[src/rtl/pipe_pkg.sv]
// Shared types and constants for the pipeline boundary registers.
package pipe_pkg;

    localparam logic [31:0] NOP_INSTR = 32'h0;

    typedef struct packed {
        logic       ALUSrc;
        logic       ALUSrc2;
        logic [2:0] ALUOp;
        logic       MemWE;
        logic       Mem2Reg;
        logic       RegWE;
        logic       Movz;
        logic       LDURB;
        logic       PC_Src;
        logic [3:0] xfer_size;
        logic [3:0] Movk;
        logic [5:0] shift;
    } idex_ctrl_t;

    typedef struct packed {
        logic       MemWE;
        logic       Mem2Reg;
        logic       RegWE;
        logic       LDURB;
        logic [3:0] xfer_size;
    } exmem_ctrl_t;

endpackage

[src/rtl/pipe_reg.sv]
// W-bit register with asynchronous active-high reset to RST_VAL.
module pipe_reg #(
    parameter int unsigned   W       = 1,
    parameter logic [W-1:0]  RST_VAL = '0
) (
    input  logic         clk,
    input  logic         reset,
    input  logic [W-1:0] i_d,
    output logic [W-1:0] o_q
);

    logic [W-1:0] r_q;

    always_ff @(posedge clk or posedge reset) begin
        if (reset) begin
            r_q <= RST_VAL;
        end else begin
            r_q <= i_d;
        end
    end

    assign o_q = r_q;

endmodule

[src/rtl/pipeline_stage_regs.sv]
// IF/ID, ID/EX and EX/MEM boundary registers; pure storage, all stages load every cycle.
// Optional PIPE_FLUSH_EN adds ifid_flush to squash the IF/ID capture into a NOP bubble.
module pipeline_stage_regs
    import pipe_pkg::*;
#(
    parameter int unsigned DATA_W  = 64,
    parameter int unsigned INSTR_W = 32,
    parameter int unsigned RA_W    = 5
) (
    input  logic               clk,
    input  logic               reset,
`ifdef PIPE_FLUSH_EN
    input  logic               ifid_flush,
`endif
    input  logic [INSTR_W-1:0] if_instr,
    input  logic [DATA_W-1:0]  if_pc,
    output logic [INSTR_W-1:0] ifid_instr,
    output logic [DATA_W-1:0]  ifid_pc,
    input  logic               id_ALUSrc,
    input  logic               id_ALUSrc2,
    input  logic [2:0]         id_ALUOp,
    input  logic               id_MemWE,
    input  logic               id_Mem2Reg,
    input  logic               id_RegWE,
    input  logic               id_Movz,
    input  logic               id_LDURB,
    input  logic               id_PC_Src,
    input  logic [3:0]         id_xfer_size,
    input  logic [3:0]         id_Movk,
    input  logic [5:0]         id_shift,
    input  logic [8:0]         id_DAddr9,
    input  logic [11:0]        id_Imm12,
    input  logic [15:0]        id_Imm16,
    input  logic [DATA_W-1:0]  id_rd1,
    input  logic [DATA_W-1:0]  id_rd2,
    input  logic [RA_W-1:0]    id_Rd,
    input  logic [INSTR_W-1:0] id_instr,
    input  logic [DATA_W-1:0]  id_br_addr,
    output logic               idex_ALUSrc,
    output logic               idex_ALUSrc2,
    output logic [2:0]         idex_ALUOp,
    output logic               idex_MemWE,
    output logic               idex_Mem2Reg,
    output logic               idex_RegWE,
    output logic               idex_Movz,
    output logic               idex_LDURB,
    output logic               idex_PC_Src,
    output logic [3:0]         idex_xfer_size,
    output logic [3:0]         idex_Movk,
    output logic [5:0]         idex_shift,
    output logic [8:0]         idex_DAddr9,
    output logic [11:0]        idex_Imm12,
    output logic [15:0]        idex_Imm16,
    output logic [DATA_W-1:0]  idex_rd1,
    output logic [DATA_W-1:0]  idex_rd2,
    output logic [RA_W-1:0]    idex_Rd,
    output logic [INSTR_W-1:0] idex_instr,
    output logic [DATA_W-1:0]  idex_br_addr,
    input  logic               ex_MemWE,
    input  logic               ex_Mem2Reg,
    input  logic               ex_RegWE,
    input  logic               ex_LDURB,
    input  logic [DATA_W-1:0]  ex_result,
    input  logic [DATA_W-1:0]  ex_rd2,
    input  logic [RA_W-1:0]    ex_Rd,
    input  logic [3:0]         ex_xfer_size,
    output logic               exmem_MemWE,
    output logic               exmem_Mem2Reg,
    output logic               exmem_RegWE,
    output logic               exmem_LDURB,
    output logic [DATA_W-1:0]  exmem_result,
    output logic [DATA_W-1:0]  exmem_rd2,
    output logic [RA_W-1:0]    exmem_Rd,
    output logic [3:0]         exmem_xfer_size
);

    localparam int unsigned IFID_W  = INSTR_W + DATA_W;
    localparam int unsigned IDEX_W  = $bits(idex_ctrl_t) + 9 + 12 + 16 + 3 * DATA_W + RA_W
                                      + INSTR_W;
    localparam int unsigned EXMEM_W = $bits(exmem_ctrl_t) + 2 * DATA_W + RA_W;

    // A reset bubble is a NOP at PC 0 with every write/branch control cleared.
    localparam logic [IFID_W-1:0] IFID_RST = {INSTR_W'(NOP_INSTR), {DATA_W{1'b0}}};

    logic [IFID_W-1:0]  w_ifid_d,  w_ifid_q;
    logic [IDEX_W-1:0]  w_idex_d,  w_idex_q;
    logic [EXMEM_W-1:0] w_exmem_d, w_exmem_q;
    idex_ctrl_t         w_idex_ctrl_d,  w_idex_ctrl_q;
    exmem_ctrl_t        w_exmem_ctrl_d, w_exmem_ctrl_q;

    // IF/ID
`ifdef PIPE_FLUSH_EN
    assign w_ifid_d = ifid_flush ? IFID_RST : {if_instr, if_pc};
`else
    assign w_ifid_d = {if_instr, if_pc};
`endif

    pipe_reg #(.W(IFID_W), .RST_VAL(IFID_RST)) u_ifid (
        .clk   (clk),
        .reset (reset),
        .i_d   (w_ifid_d),
        .o_q   (w_ifid_q)
    );

    assign {ifid_instr, ifid_pc} = w_ifid_q;

    // ID/EX
    assign w_idex_ctrl_d = '{
        ALUSrc:    id_ALUSrc,
        ALUSrc2:   id_ALUSrc2,
        ALUOp:     id_ALUOp,
        MemWE:     id_MemWE,
        Mem2Reg:   id_Mem2Reg,
        RegWE:     id_RegWE,
        Movz:      id_Movz,
        LDURB:     id_LDURB,
        PC_Src:    id_PC_Src,
        xfer_size: id_xfer_size,
        Movk:      id_Movk,
        shift:     id_shift
    };

    assign w_idex_d = {w_idex_ctrl_d, id_DAddr9, id_Imm12, id_Imm16, id_rd1, id_rd2, id_Rd,
                       id_instr, id_br_addr};

    pipe_reg #(.W(IDEX_W), .RST_VAL('0)) u_idex (
        .clk   (clk),
        .reset (reset),
        .i_d   (w_idex_d),
        .o_q   (w_idex_q)
    );

    assign {w_idex_ctrl_q, idex_DAddr9, idex_Imm12, idex_Imm16, idex_rd1, idex_rd2, idex_Rd,
            idex_instr, idex_br_addr} = w_idex_q;

    assign idex_ALUSrc    = w_idex_ctrl_q.ALUSrc;
    assign idex_ALUSrc2   = w_idex_ctrl_q.ALUSrc2;
    assign idex_ALUOp     = w_idex_ctrl_q.ALUOp;
    assign idex_MemWE     = w_idex_ctrl_q.MemWE;
    assign idex_Mem2Reg   = w_idex_ctrl_q.Mem2Reg;
    assign idex_RegWE     = w_idex_ctrl_q.RegWE;
    assign idex_Movz      = w_idex_ctrl_q.Movz;
    assign idex_LDURB     = w_idex_ctrl_q.LDURB;
    assign idex_PC_Src    = w_idex_ctrl_q.PC_Src;
    assign idex_xfer_size = w_idex_ctrl_q.xfer_size;
    assign idex_Movk      = w_idex_ctrl_q.Movk;
    assign idex_shift     = w_idex_ctrl_q.shift;

    // EX/MEM
    assign w_exmem_ctrl_d = '{
        MemWE:     ex_MemWE,
        Mem2Reg:   ex_Mem2Reg,
        RegWE:     ex_RegWE,
        LDURB:     ex_LDURB,
        xfer_size: ex_xfer_size
    };

    assign w_exmem_d = {w_exmem_ctrl_d, ex_result, ex_rd2, ex_Rd};

    pipe_reg #(.W(EXMEM_W), .RST_VAL('0)) u_exmem (
        .clk   (clk),
        .reset (reset),
        .i_d   (w_exmem_d),
        .o_q   (w_exmem_q)
    );

    assign {w_exmem_ctrl_q, exmem_result, exmem_rd2, exmem_Rd} = w_exmem_q;

    assign exmem_MemWE     = w_exmem_ctrl_q.MemWE;
    assign exmem_Mem2Reg   = w_exmem_ctrl_q.Mem2Reg;
    assign exmem_RegWE     = w_exmem_ctrl_q.RegWE;
    assign exmem_LDURB     = w_exmem_ctrl_q.LDURB;
    assign exmem_xfer_size = w_exmem_ctrl_q.xfer_size;

endmodule

[config.mk]
export PLATFORM = sky130hd
export DESIGN_NAME = pipeline_stage_regs
export DESIGN_NICKNAME = d
export VERILOG_FILES = /design/src/rtl/pipe_pkg.sv /design/src/rtl/pipe_reg.sv /design/src/rtl/pipeline_stage_regs.sv
export SDC_FILE = /design/constraint.sdc
export NUM_CORES = 1
export LEC_CHECK = 0
export ABC_AREA = 1
export ABC_CLOCK_PERIOD_IN_PS = 10690
export BUFFER_PORTS_ARGS = -buffer_cell sky130_fd_sc_hd__buf_2
export CORE_AREA = 2 2 418 420
export DETAILED_ROUTE_END_ITERATION = 8
export DIE_AREA = 0 0 420 422
export PLACE_DENSITY = 0.33
export SLEW_MARGIN = 10
export SYNTH_ARGS = -nofsm -noshare
export SYNTH_HDL_FRONTEND = slang
export SYNTH_HIERARCHICAL = 1
export SYNTH_SLANG_ARGS = --single-unit
[constraint.sdc]
create_clock -name clk -period 10.69 [get_ports clk]
set_input_delay 0.5345 -clock clk [delete_from_list [all_inputs] [get_ports clk]]
set_output_delay 0.5345 -clock clk [all_outputs]
set_load 0.02 [all_outputs]
* Word-level counts from Yosys, hierarchy flattened *
Index checks and enable logic that the tools add are counted.

storage, ports and cells
  bits in registers = 528
  input port bits = 530
  output and inout port bits = 528

* Longest topological paths before layout *
  depth after elaboration = 0
  mapped depth = 1

* Modules after synthesis *
The synthesis kept the hierarchy.

modules (own cells, without submodules)
  module              times used  cells each  area each (um2)
  pipe_reg (u_idex)   1           292         7285.7
  pipe_reg (u_exmem)  1           142         3532.1
  pipe_reg (u_ifid)   1           97          2406.1

* Worst setup path before layout *
OpenSTA, ideal clock, no wires.

  kind = register -> output
  start point = reg u_exmem.r_q[137] (netlist: u_exmem/o_q[137])
  end point = out exmem_LDURB
  arrival time = 416 ps
  required time = 10155 ps
  setup slack = 9739 ps
  stages on the path, launching flop included = 1
  path buffers = 0
  cell sequence = dfrtp_1

RTL lines
  what                    line                       text
  start, declared         pipe_reg.sv:12             logic [W-1:0] r_q;
  start signal, assigned  pipe_reg.sv:18             r_q <= i_d;
  end, declared           pipeline_stage_regs.sv:70  output logic exmem_LDURB,

No word-level cell between the ends.

==> results.cfg <==
[detailed_routing]
via_count = 11400
wire_per_inst_microns = 20.0
via_per_inst = 2.49
wl_microns = 91300
drc = 0
ant_nets = 0
drt-initial-drc-count = 675
drt_pass1_iterations = 4

[timing]
relSlewSlack_pct = 38.2
drv_slew = 0
timing.final.crit_share_pct = 26.5
max_freq_mhz = 353
fin_tns_setup_ps = 0
tightest_slew_ps = 927
hold_viol = 0
rsz0062_at_grt = false
setup_viol = 0
period_minus_slack_ps = 2830

[clocking]
clockBufferDepth = 3
htree_levels = 2
cts_tree = done
cts_root_buffer = clkbuf_16
clk_pin_slew_ps = 60
clock-sinks = 528
cts_buffers = 61

[die]
coreArea_sq_um = 173000
ios = 1058
die_w_microns = 420
fp.dieH_microns = 422
die_area_sq_um = 177000
start_util_pct = 7.65
rows = 153

[synthesis]
syn-cell-area_sq_um = 13200
synth_top_cells_by_area = dfrtp_1 100%, inv_1 0.085%
ys_seq_elements = 528
synth.yosys.seq_area_share_pct = 99.9
yosys_warnings = 6
syn-num-nets = 1061
yosys.area.top_type_share_pct = 99.9
yosysUniqueCellTypes = 2
yosys.area.top_type = dfrtp_1
synth.avg_cell_area_sq_um = 24.9
syn-instance-count = 531

[global_routing]
grt_pass1_wl_microns = 118000
grt_pass1_vias = 13000
grt-ovfl-total = 0
grt_max_degree = 130
grt_antenna_before_repair = 63
grt_use_total_pct = 9.97

[setup_path]
crit_family = buffers and inverters
path_cells = dlygate4sd3_1 > buf_2 > inv_8 > buf_4 > buf_12
path_buf_inv = 5
cpPeakStageDelay_ps = 710
cp-end-kind = async pin
crit_path_top_delay_cell = buf_4
required_ps = 11360
cp.arrival_ps = 3500
cp_max_fo = 129
startpoint_type = primary input
crit_type = in2async

[hold_path]
hp-class = in2reg
hold_path.startpoint = id_rd1[62]
min_delay_path_depth = 1
whs_endpoint = u_idex/o_q[227]

[cells_and_area]
final_util_pct = 16.7
synthToLayoutAreaGrowth_pct = 118
fill_cells = 19300
multi_input_area_sq_um = 0
drive_above_1_share_pct = 52.5
final_nets = 2700
nMultiInputCombCells = 0
regArea_sq_um = 13200

[pwr]
vdd_drop_max_v = 0.000110
p_leak_uw = 0.0135
power_density_nw_per_um2 = 172

[place]
portBuffers = 1057
dpl.hpwl_microns = 74700
gp_congestion = 0.950

[status]
outcome = finished clean

[flow_run]
max_cap_violations = 0
[worst max path at each step]
stage,startpoint,to,slack (ps),depth (start not counted)
6_report,reset,u_idex/o_q[63],7860,5
5_1_grt,reset,u_idex/o_q[22],7570,5
4_1_cts,reset,u_idex/o_q[22],7920,5
3_5_place_dp,reset,u_idex/o_q[63],7700,4
3_3_place_gp,reset,u_idex/o_q[158],7690,4
2_1_floorplan,reset,u_idex/o_q[0],2120,1
[sequential cells by signal, indices dropped and copies added (netlist names)]
register and count:
u_ifid/o_q 96, u_idex/o_q 291, u_exmem/o_q 141
[area by class of cell]
cell class              instances  area share (%)
diodes                         26           0.226
clock buffers                  92            6.44
clock inverters                19           0.895
inverters                       3          0.0912
flip-flops and latches        528            45.9
well taps                    2325            10.1
repair buffers               1576            36.4
[report_power, final]
group / leakage (uW) / total [uW] / switching, uW / internal (uW)
combinational: 0.00635 / 603 / 342 / 262
clock: 0.00104 / 2210 / 897 / 1310
sequential: 0.00615 / 2150 / 52.6 / 2100
[repair_timing]
item | in CTS | in global routing
hold buffers | 515 | 0
buffers inserted | 0 | 0
endpoints found under the hold margin | 539 | 0
gates resized for setup | 0 | 0
[cells in the mapped netlist (all sizes together)]
cell,instances
inv,3
dfrtp,528
[cells in the final DEF (no fill, tap or decap)]
cell type	instances
clkinv_8	1
buf_4	3
diode_2	26
inv_8	1
dlygate4sd3_1	515
clkbuf_8	19
clkbuf_1	11
clkinv_2	8
clkinvlp_4	3
inv_6	2
inv_16	1
clkbuf_16	62
inv_4	1
buf_2	1057
bufinv_16	5
buf_12	1
dfrtp_1	528
[logic make-up after synthesis]
kind of cell	count (synthesis)	share of synthesized area [%]
buf+inv	3	0.0851
flops	528	99.9
[per-stage QoR]
step	area [sq um]	hold slack, ps	worst slack, ps	power, uW	cells
after floorplan	13200	566	2120	2330	531
after global placement	21500	642	7690	2640	3917
after detailed placement	21500	644	7700	2630	3917
after CTS	28700	3.02	7920	5070	4543
after global routing	28800	11.3	7570	5190	4549
final	28800	49.7	7860	4960	4569
[per-layer routing]
layer	vias up	wire [microns]	share of wire (%)	GRT usage (%)
met1	5692	36400	40	12.1
met5	-	13	0.014	0
met2	572	43800	48	16.4
li1	4967	-	-	-
met4	2	2140	2.3	2.90
met3	131	8930	9.8	3.63
No activity file was read; power rests on OpenSTA's default activity.
